==> config.mk <==
export PLATFORM = sky130hd
export DESIGN_NAME = char_buf_ctrl_flat
export DESIGN_NICKNAME = d
export VERILOG_FILES = /design/src/rtl/char_buf_ctrl_pkg.sv /design/src/rtl/char_buf_ctrl_if.sv /design/src/rtl/char_fill_seq.sv /design/src/rtl/char_buf_ctrl.sv /design/src/flat_wrapper.sv
export SDC_FILE = /design/constraint.sdc
export NUM_CORES = 1
export LEC_CHECK = 0
export CORE_ASPECT_RATIO = 0.6
export CORE_UTILIZATION = 53
export CTS_BUF_LIST = sky130_fd_sc_hd__clkbuf_4
export CTS_CLUSTER_DIAMETER = 200
export DETAILED_ROUTE_END_ITERATION = 6
export GPL_TIMING_DRIVEN = 0
export PLACE_DENSITY = 0.82
export SLEW_MARGIN = 20
export SYNTH_ARGS = -nofsm -noshare
export SYNTH_HDL_FRONTEND = slang
export SYNTH_SLANG_ARGS = --single-unit
==> constraint.sdc <==
create_clock -name clk -period 2.5 [get_ports clk]
set_clock_uncertainty 0.1 [all_clocks]
set_input_delay 0.5 -clock clk [delete_from_list [all_inputs] [get_ports clk]]
set_output_delay 0.5 -clock clk [all_outputs]
set_load 0.02 [all_outputs]
==> src/rtl/char_buf_ctrl_pkg.sv <==
// char_buf_ctrl_pkg: shared definitions for the character-buffer sequencer.
//   - buffer geometry (64 cells, 6-bit address)
//   - control-code defaults (CC_NL / CC_CLR / CC_BS) and the Null fill code
//   - sequencer state encoding
//   - printable-code classifier and a disjointness check for control codes
package char_buf_ctrl_pkg;

  localparam int BUF_DEPTH = 64;
  localparam int AW        = 6;

  localparam logic [7:0] CHAR_NULL  = 8'h00;
  localparam logic [7:0] CC_NL_DEF  = 8'h0A;
  localparam logic [7:0] CC_CLR_DEF = 8'h0C;
  localparam logic [7:0] CC_BS_DEF  = 8'h08;

  typedef enum logic {
    ST_IDLE = 1'b0,
    ST_FILL = 1'b1
  } state_e;

  // Printable range of the character encoding: ASCII space..tilde.
  function automatic logic is_printable(input logic [7:0] c);
    return (c >= 8'h20) && (c <= 8'h7E);
  endfunction

  // Control codes must never collide with a printable code or with each other.
  function automatic logic cc_disjoint(input logic [7:0] nl, input logic [7:0] clr,
                                       input logic [7:0] bs);
    return !is_printable(nl) && !is_printable(clr) && !is_printable(bs) &&
           (nl != clr) && (nl != bs) && (clr != bs);
  endfunction

endpackage

==> src/rtl/char_buf_ctrl_if.sv <==
// char_buf_ctrl_if: byte-stream handshake into the sequencer plus the
// single-cell write port towards the character buffer.
//   in_valid/in_ready/in_data : valid/ready byte stream from the text source
//   buf_we/buf_addr/buf_din   : buffer write port (we / wr_addr / din)
// slave  = the sequencer, master = the text source / buffer side.
interface char_buf_ctrl_if;
  import char_buf_ctrl_pkg::*;

  logic          in_valid;
  logic          in_ready;
  logic [7:0]    in_data;
  logic          buf_we;
  logic [AW-1:0] buf_addr;
  logic [7:0]    buf_din;

  modport master (
    output in_valid, in_data,
    input  in_ready, buf_we, buf_addr, buf_din
  );

  modport slave (
    input  in_valid, in_data,
    output in_ready, buf_we, buf_addr, buf_din
  );

endinterface

==> src/rtl/char_fill_seq.sv <==
// char_fill_seq: range writer. A go pulse loads start/end; from the next cycle
// it presents one write per cycle at start, start+1, ... end (mod 64), then
// drops we. A go while busy restarts it. A single-cell write is simply a
// range with start == end.
//   clk, rst        : clock, synchronous active-high reset
//   go              : load start_addr/end_addr and begin writing
//   start_addr      : first cell
//   end_addr        : last cell (inclusive)
//   addr / we       : registered write address / enable
//   fill_end        : registered copy of the range end
//   done            : the write currently presented is the last of the range
module char_fill_seq
  import char_buf_ctrl_pkg::*;
(
  input  logic          clk,
  input  logic          rst,
  input  logic          go,
  input  logic [AW-1:0] start_addr,
  input  logic [AW-1:0] end_addr,
  output logic [AW-1:0] addr,
  output logic [AW-1:0] fill_end,
  output logic          we,
  output logic          done
);

  always_ff @(posedge clk) begin
    if (rst) begin
      addr     <= '0;
      fill_end <= '0;
      we       <= 1'b0;
    end else if (go) begin
      addr     <= start_addr;
      fill_end <= end_addr;
      we       <= 1'b1;
    end else if (we) begin
      if (addr == fill_end) we <= 1'b0;
      else                  addr <= addr + 1'b1;
    end
  end

  assign done = we && (addr == fill_end);

endmodule

==> src/rtl/char_buf_ctrl.sv <==
// char_buf_ctrl: sequencer for the 64-cell character buffer (4 rows of
// ROW_LEN cells, cell 0 top-left). Consumes a byte stream and keeps a write
// cursor; printables become one write, newline pads the rest of the row with
// Null, clear fills all 64 cells with Null.
//   clk, rst  : clock, synchronous active-high reset
//   bus       : char_buf_ctrl_if.slave (in_valid/in_ready/in_data, buf_we/buf_addr/buf_din)
//   clr_req   : external clear pulse, same effect as CC_CLR (wins over a same-cycle byte)
//   busy      : a fill is in progress
//   cursor    : next cell to be written
// Build option: define CHAR_BS_EN to make CC_BS step the cursor back and
// blank that cell; otherwise CC_BS is consumed and ignored.
module char_buf_ctrl
  import char_buf_ctrl_pkg::*;
#(
  parameter int         ROW_LEN = 16,
  parameter logic [7:0] CC_NL   = CC_NL_DEF,
  parameter logic [7:0] CC_CLR  = CC_CLR_DEF,
  parameter logic [7:0] CC_BS   = CC_BS_DEF
) (
  input  logic          clk,
  input  logic          rst,
  char_buf_ctrl_if.slave bus,
  input  logic          clr_req,
  output logic          busy,
  output logic [AW-1:0] cursor
);

  if (!cc_disjoint(CC_NL, CC_CLR, CC_BS) || (ROW_LEN < 1) || (ROW_LEN > BUF_DEPTH) ||
      ((ROW_LEN & (ROW_LEN - 1)) != 0)) begin : g_bad_cfg
    $error("char_buf_ctrl: control codes overlap printables/each other or ROW_LEN invalid");
  end

  localparam logic [AW-1:0] COL_MASK = AW'(ROW_LEN - 1);
  localparam logic [AW-1:0] LAST     = AW'(BUF_DEPTH - 1);

  state_e        state;
  logic          fill_clr;   // current fill is a full clear (cursor -> 0 at the end)
  logic [7:0]    din_r;
  logic          accept;
  logic          clr_now;    // clear request taken this cycle from IDLE
  logic [AW-1:0] row_end;
  logic          go;
  logic [AW-1:0] go_start, go_end;
  logic [AW-1:0] fill_end;
  logic          fill_done;

  assign bus.in_ready = (state == ST_IDLE);
  assign busy         = (state != ST_IDLE);
  assign accept       = bus.in_valid && bus.in_ready;
  assign clr_now      = clr_req || (accept && bus.in_data == CC_CLR);
  assign row_end      = cursor | COL_MASK;

  // Decode what the range writer must do this cycle.
  always_comb begin
    go       = 1'b0;
    go_start = cursor;
    go_end   = cursor;
    if (state == ST_IDLE) begin
      if (clr_now) begin
        go       = 1'b1;
        go_start = '0;
        go_end   = LAST;
      end else if (accept) begin
        if (bus.in_data == CC_NL) begin
          go     = 1'b1;
          go_end = row_end;
        end
`ifdef CHAR_BS_EN
        else if (bus.in_data == CC_BS) begin
          go       = 1'b1;
          go_start = cursor - 1'b1;
          go_end   = cursor - 1'b1;
        end
`endif
        else if (bus.in_data != CC_BS && is_printable(bus.in_data)) begin
          go = 1'b1;
        end
      end
    end else if (clr_req && !fill_clr) begin
      // newline fill aborted: restart as a full clear from cell 0
      go       = 1'b1;
      go_start = '0;
      go_end   = LAST;
    end
  end

  always_ff @(posedge clk) begin
    if (rst) begin
      state    <= ST_IDLE;
      cursor   <= '0;
      fill_clr <= 1'b0;
      din_r    <= '0;
    end else begin
      case (state)
        ST_IDLE: begin
          if (clr_now) begin
            state    <= ST_FILL;
            fill_clr <= 1'b1;
            din_r    <= CHAR_NULL;
          end else if (accept) begin
            if (bus.in_data == CC_NL) begin
              state    <= ST_FILL;
              fill_clr <= 1'b0;
              din_r    <= CHAR_NULL;
            end
`ifdef CHAR_BS_EN
            else if (bus.in_data == CC_BS) begin
              cursor <= cursor - 1'b1;
              din_r  <= CHAR_NULL;
            end
`endif
            else if (bus.in_data != CC_BS && is_printable(bus.in_data)) begin
              cursor <= cursor + 1'b1;
              din_r  <= bus.in_data;
            end
          end
        end
        ST_FILL: begin
          if (clr_req && !fill_clr) begin
            fill_clr <= 1'b1;
          end else if (fill_done) begin
            state  <= ST_IDLE;
            cursor <= fill_clr ? '0 : fill_end + 1'b1;
          end
        end
        default: state <= ST_IDLE;
      endcase
    end
  end

  char_fill_seq u_fill (
    .clk        (clk),
    .rst        (rst),
    .go         (go),
    .start_addr (go_start),
    .end_addr   (go_end),
    .addr       (bus.buf_addr),
    .fill_end   (fill_end),
    .we         (bus.buf_we),
    .done       (fill_done)
  );

  assign bus.buf_din = din_r;

endmodule

==> src/flat_wrapper.sv <==
// flat-port wrapper written by rule: the top's interface ports become plain ports
module char_buf_ctrl_flat import char_buf_ctrl_pkg::*;
#(
  parameter int         ROW_LEN = 16,
  parameter logic [7:0] CC_NL   = CC_NL_DEF,
  parameter logic [7:0] CC_CLR  = CC_CLR_DEF,
  parameter logic [7:0] CC_BS   = CC_BS_DEF
)
  (clk, rst, clr_req, busy, cursor, bus_in_valid, bus_in_data, bus_in_ready, bus_buf_we, bus_buf_addr, bus_buf_din);
  char_buf_ctrl_if bus_i ();
  input  logic clk;
  input  logic rst;
  input  logic clr_req;
  output logic busy;
  output logic [AW-1:0] cursor;
  input wire logic [$bits(bus_i.in_valid)-1:0] bus_in_valid;
  input wire logic [$bits(bus_i.in_data)-1:0] bus_in_data;
  output wire logic [$bits(bus_i.in_ready)-1:0] bus_in_ready;
  output wire logic [$bits(bus_i.buf_we)-1:0] bus_buf_we;
  output wire logic [$bits(bus_i.buf_addr)-1:0] bus_buf_addr;
  output wire logic [$bits(bus_i.buf_din)-1:0] bus_buf_din;
  assign bus_i.in_valid = bus_in_valid;
  assign bus_i.in_data = bus_in_data;
  assign bus_in_ready = bus_i.in_ready;
  assign bus_buf_we = bus_i.buf_we;
  assign bus_buf_addr = bus_i.buf_addr;
  assign bus_buf_din = bus_i.buf_din;
  char_buf_ctrl #(.ROW_LEN(ROW_LEN), .CC_NL(CC_NL), .CC_CLR(CC_CLR), .CC_BS(CC_BS)) u_core (.clk(clk), .rst(rst), .bus(bus_i), .clr_req(clr_req), .busy(busy), .cursor(cursor));
endmodule
==> results of run 1 <==
## per-layer routing
layer	vias to the layer above	global-route usage
met3	14	0.07440
met2	99	0.4607
met4	0	0.1222
li1	840	-
met1	831	0.4689
met5	-	0
## final cells by class
cell class | instances | area [sq um] | area share
clock buffers | 6 | 45.04 | 0.02069
clock inverters | 1 | 3.754 | 0.001724
flip-flops and latches | 29 | 580.6 | 0.2667
plain buffers | 8 | 56.30 | 0.02586
well taps | 42 | 52.55 | 0.02414
multi-input cells | 147 | 1047 | 0.4810
inverters | 13 | 48.80 | 0.02241
repair buffers | 35 | 342.8 | 0.1575
## placed cells by master (no fill, tap or decap), types with 3 or more instances in the layout
cell type,netlist,layout
nor3_1,3,3
and3_1,6,6
nand2b_1,4,4
nand2_1,8,8
ha_1,3,3
a211oi_1,10,10
mux2i_1,3,3
o21ai_0,7,7
nor2b_1,4,4
clkbuf_4,0,7
buf_4,0,3
a31oi_1,4,4
a21oi_1,13,13
nor2_1,14,13
xnor2_1,9,9
nand3_1,11,11
buf_6,3,3
clkdlybuf4s50_1,0,32
dfxtp_1,29,29
inv_1,12,12
o32ai_1,3,3
## final timing paths
path,start,endpoint,cells past startpoint
worst max-delay path,bus_in_data[4],u_core.u_fill.fill_end[4],7
worst max register to register,u_core.u_fill.addr[0],u_core.cursor[0],5
worst min-delay path,u_core.bus.buf_din[4],u_core.bus.buf_din[4],2
worst min register to register,u_core.bus.buf_din[4],u_core.bus.buf_din[4],2
## logic make-up after synthesis
family                   count (synthesis)
AO/OA/AOI/OAI                           69
AND/OR/NAND/NOR                         61
flip-flops                              29
buffers and inverters                   21
XOR/XNOR                                11
multiplexers                             3
adder cells (fa/ha/maj)                  3
## stage by stage
| stage | setup TNS, ps | worst slack (ps) | hold slack [ps] | util |
|---|---|---|---|---|
| 3_3_place_gp | -4797 | -272.2 | 354.2 | 0.7040 |
| 5_1_grt | -69.97 | -44.58 | 387.7 | 0.7296 |
| 2_1_floorplan | 0 | 438.2 | 354.2 | - |
| 4_1_cts | 0 | 26.88 | 379.1 | 0.7203 |
| 3_5_place_dp | -6259 | -341.0 | 362.3 | 0.7040 |
| 6_report | 0 | 42.42 | 376.8 | 0.7296 |
## worst max-delay path, stage by stage
cell	delay [ps]
clkdlybuf4s50_1	490
nor4b_4	400
nand4_2	280
a31oi_4	390
buf_6	190
nor2_1	60
a311oi_1	280
## power groups by stage
stage               sequential [uW]  combinational [uW]  clock [uW]
global route                    532                 342         290
global placement                537                 296           0
detailed placement              538                 305           0
floorplan                       547                 184           0
CTS                             527                 307         272
finish                          528                 317         271
## flip-flops by register name, summed over array words and instances (netlist names)
signal and cells:
u_core.bus.buf_din 8, u_core.busy 1, u_core.cursor 6, u_core.fill_clr 1, u_core.u_fill.addr 6, u_core.u_fill.fill_end 6, u_core.u_fill.we 1
## timing repair
item                       in CTS  in global routing
setup buffers                   0                  3
gates resized for setup         0                  2
hold endpoints to repair        0                  0
setup endpoints to repair       0                 21
hold buffers                    0                  0
==> results_dict.tcl, run 1 <==
set metrics [dict create \
    postSynthAreaPerCell_sq_um 8.771 \
    synthSimpleGateAreaFrac 0.1991 \
    synth.area.mux_share 0.01738 \
    drtIter0Drc 193 \
    p_int_uw 740.1 \
    synthMostInstantiatedCell "dfxtp_1" \
    tightest_slew_ps 753.2 \
    crit_path_start_kind "primary input" \
    numCtsBuffers 5 \
    wl_per_cell_microns 17.58 \
    instances_no_fill 281 \
    antenna_found_initial 0 \
    synth-seq-cells 29 \
    top_layer "met4" \
    cap_viol_max_count 0 \
    synth_xor_area_frac 0.05576 \
    drc 0 \
    start_util 0.5790 \
    hp-class "reg -> reg" \
    cts_root_buf "clkbuf_4" \
    rsz0062_at_grt "true" \
    critPathCaptureType "flip-flop" \
    final_nets 254 \
    synth.area.top_cells "dfxtp_1 34%, xnor2_1 4.6%, a211oi_1 4.3%" \
    p_sw_frac 0.3373 \
    synth_top_family_by_area "compound AO/OA/AOI/OAI gates" \
    synth_top_area_share 0.3360 \
    std_cell_rows 15 \
    grt_overflow 0 \
    crit_arrival_ps 2600 \
    synth_fp_nets 212 \
    rrSetupSlack_ps 290 \
    dp_hpwl_microns 3805 \
    cts_tree "built" \
    track_usage 0.3226 \
    finalCriticalPeriod_ps 2458 \
    synthFlopType "dfxtp_1" \
    dieHeight_microns 46.23 \
    max_slew_margin 0.4913 \
    async_flop_share 0 \
    final-setup-viol-count 0 \
    p_leak_uw 0.0007601 \
    wl_microns 4941 \
    ys_seq_area_frac 0.3360 \
    synth.distinct_cells 58 \
    synth_common_cells "29 x dfxtp_1, 14 x nor2_1, 13 x a21oi_1, 12 x inv_1, 11 x nand3_1" \
    die_x_microns 75.72 \
    clkTransAtPathRegs_ps 90 \
    synth_warnings 0 \
    final-hold-violation-count 0 \
    fill_cells 222 \
    power.switching_uw 376.7 \
    htree_num_levels 2 \
    netlist_instances 197 \
    combPwrFrac 0.284 \
    n_antenna_cell 0 \
    ios 35 \
    dieArea_sq_mm 0.003500 \
    pwr-share-clk 0.243 \
    first_pass_iters 5 \
    fmax_mhz 406.9 \
    area_growth_pct 26.00 \
    status "complete, no violations" \
    grt_max_degree 11 \
    grt_pass1_vias 1648 \
    p_per_area_mw_per_mm2 513.0 \
    finalMaxSlewViolations 0 \
    required_ps 2640 \
    total_power_uw 1117 \
    cp_max_fo 10 \
    design.core.area_sq_mm 0.002984 \
    synth-edff-count 0 \
    gp_congestion 0.9902 \
    synth_area_sq_mm 0.001728 \
    ir_worst_vdd_v 0.0003159 \
    dp.cells 271 \
    synth-compound-area-share 0.3106 \
    num_vias 1784 \
    via_per_inst 6.349 \
    clkSinkCount 29 \
    seqPwrFrac 0.473 \
    cts_max_path_buffers 2 \
    yosys.area.top_type "dfxtp_1" \
    fin_crit_sh 0.9830 \
    portBuffers 32 \
    ant_nets 0 \
    wl_met1_microns 2346 \
    placed_cell_area_sq_mm 0.002101 \
    drive_gt1_frac 0.1088 \
    insertion_delay_ps 340 \
    route.met3.wl_microns 475 \
    grt_pass1_wl_microns 7983 \
    wl_met2_microns 2030 \
    crit_type "in -> reg" \
    design_area_sq_mm 0.002177 \
    synth-adder-area-share 0.02172 \
]
Power figures use the tool's default switching activity.
==> run 2, diff against run 1 <==
--- a/config.mk
+++ b/config.mk
@@ -12,6 +12,7 @@
 export DETAILED_ROUTE_END_ITERATION = 6
 export GPL_TIMING_DRIVEN = 0
 export PLACE_DENSITY = 0.82
+export SKIP_CTS_REPAIR_TIMING = 1
 export SLEW_MARGIN = 20
 export SYNTH_ARGS = -nofsm -noshare
 export SYNTH_HDL_FRONTEND = slang
==> results of run 2 <==
No change in the layout: final DEF, timing and power equal those of run 1.
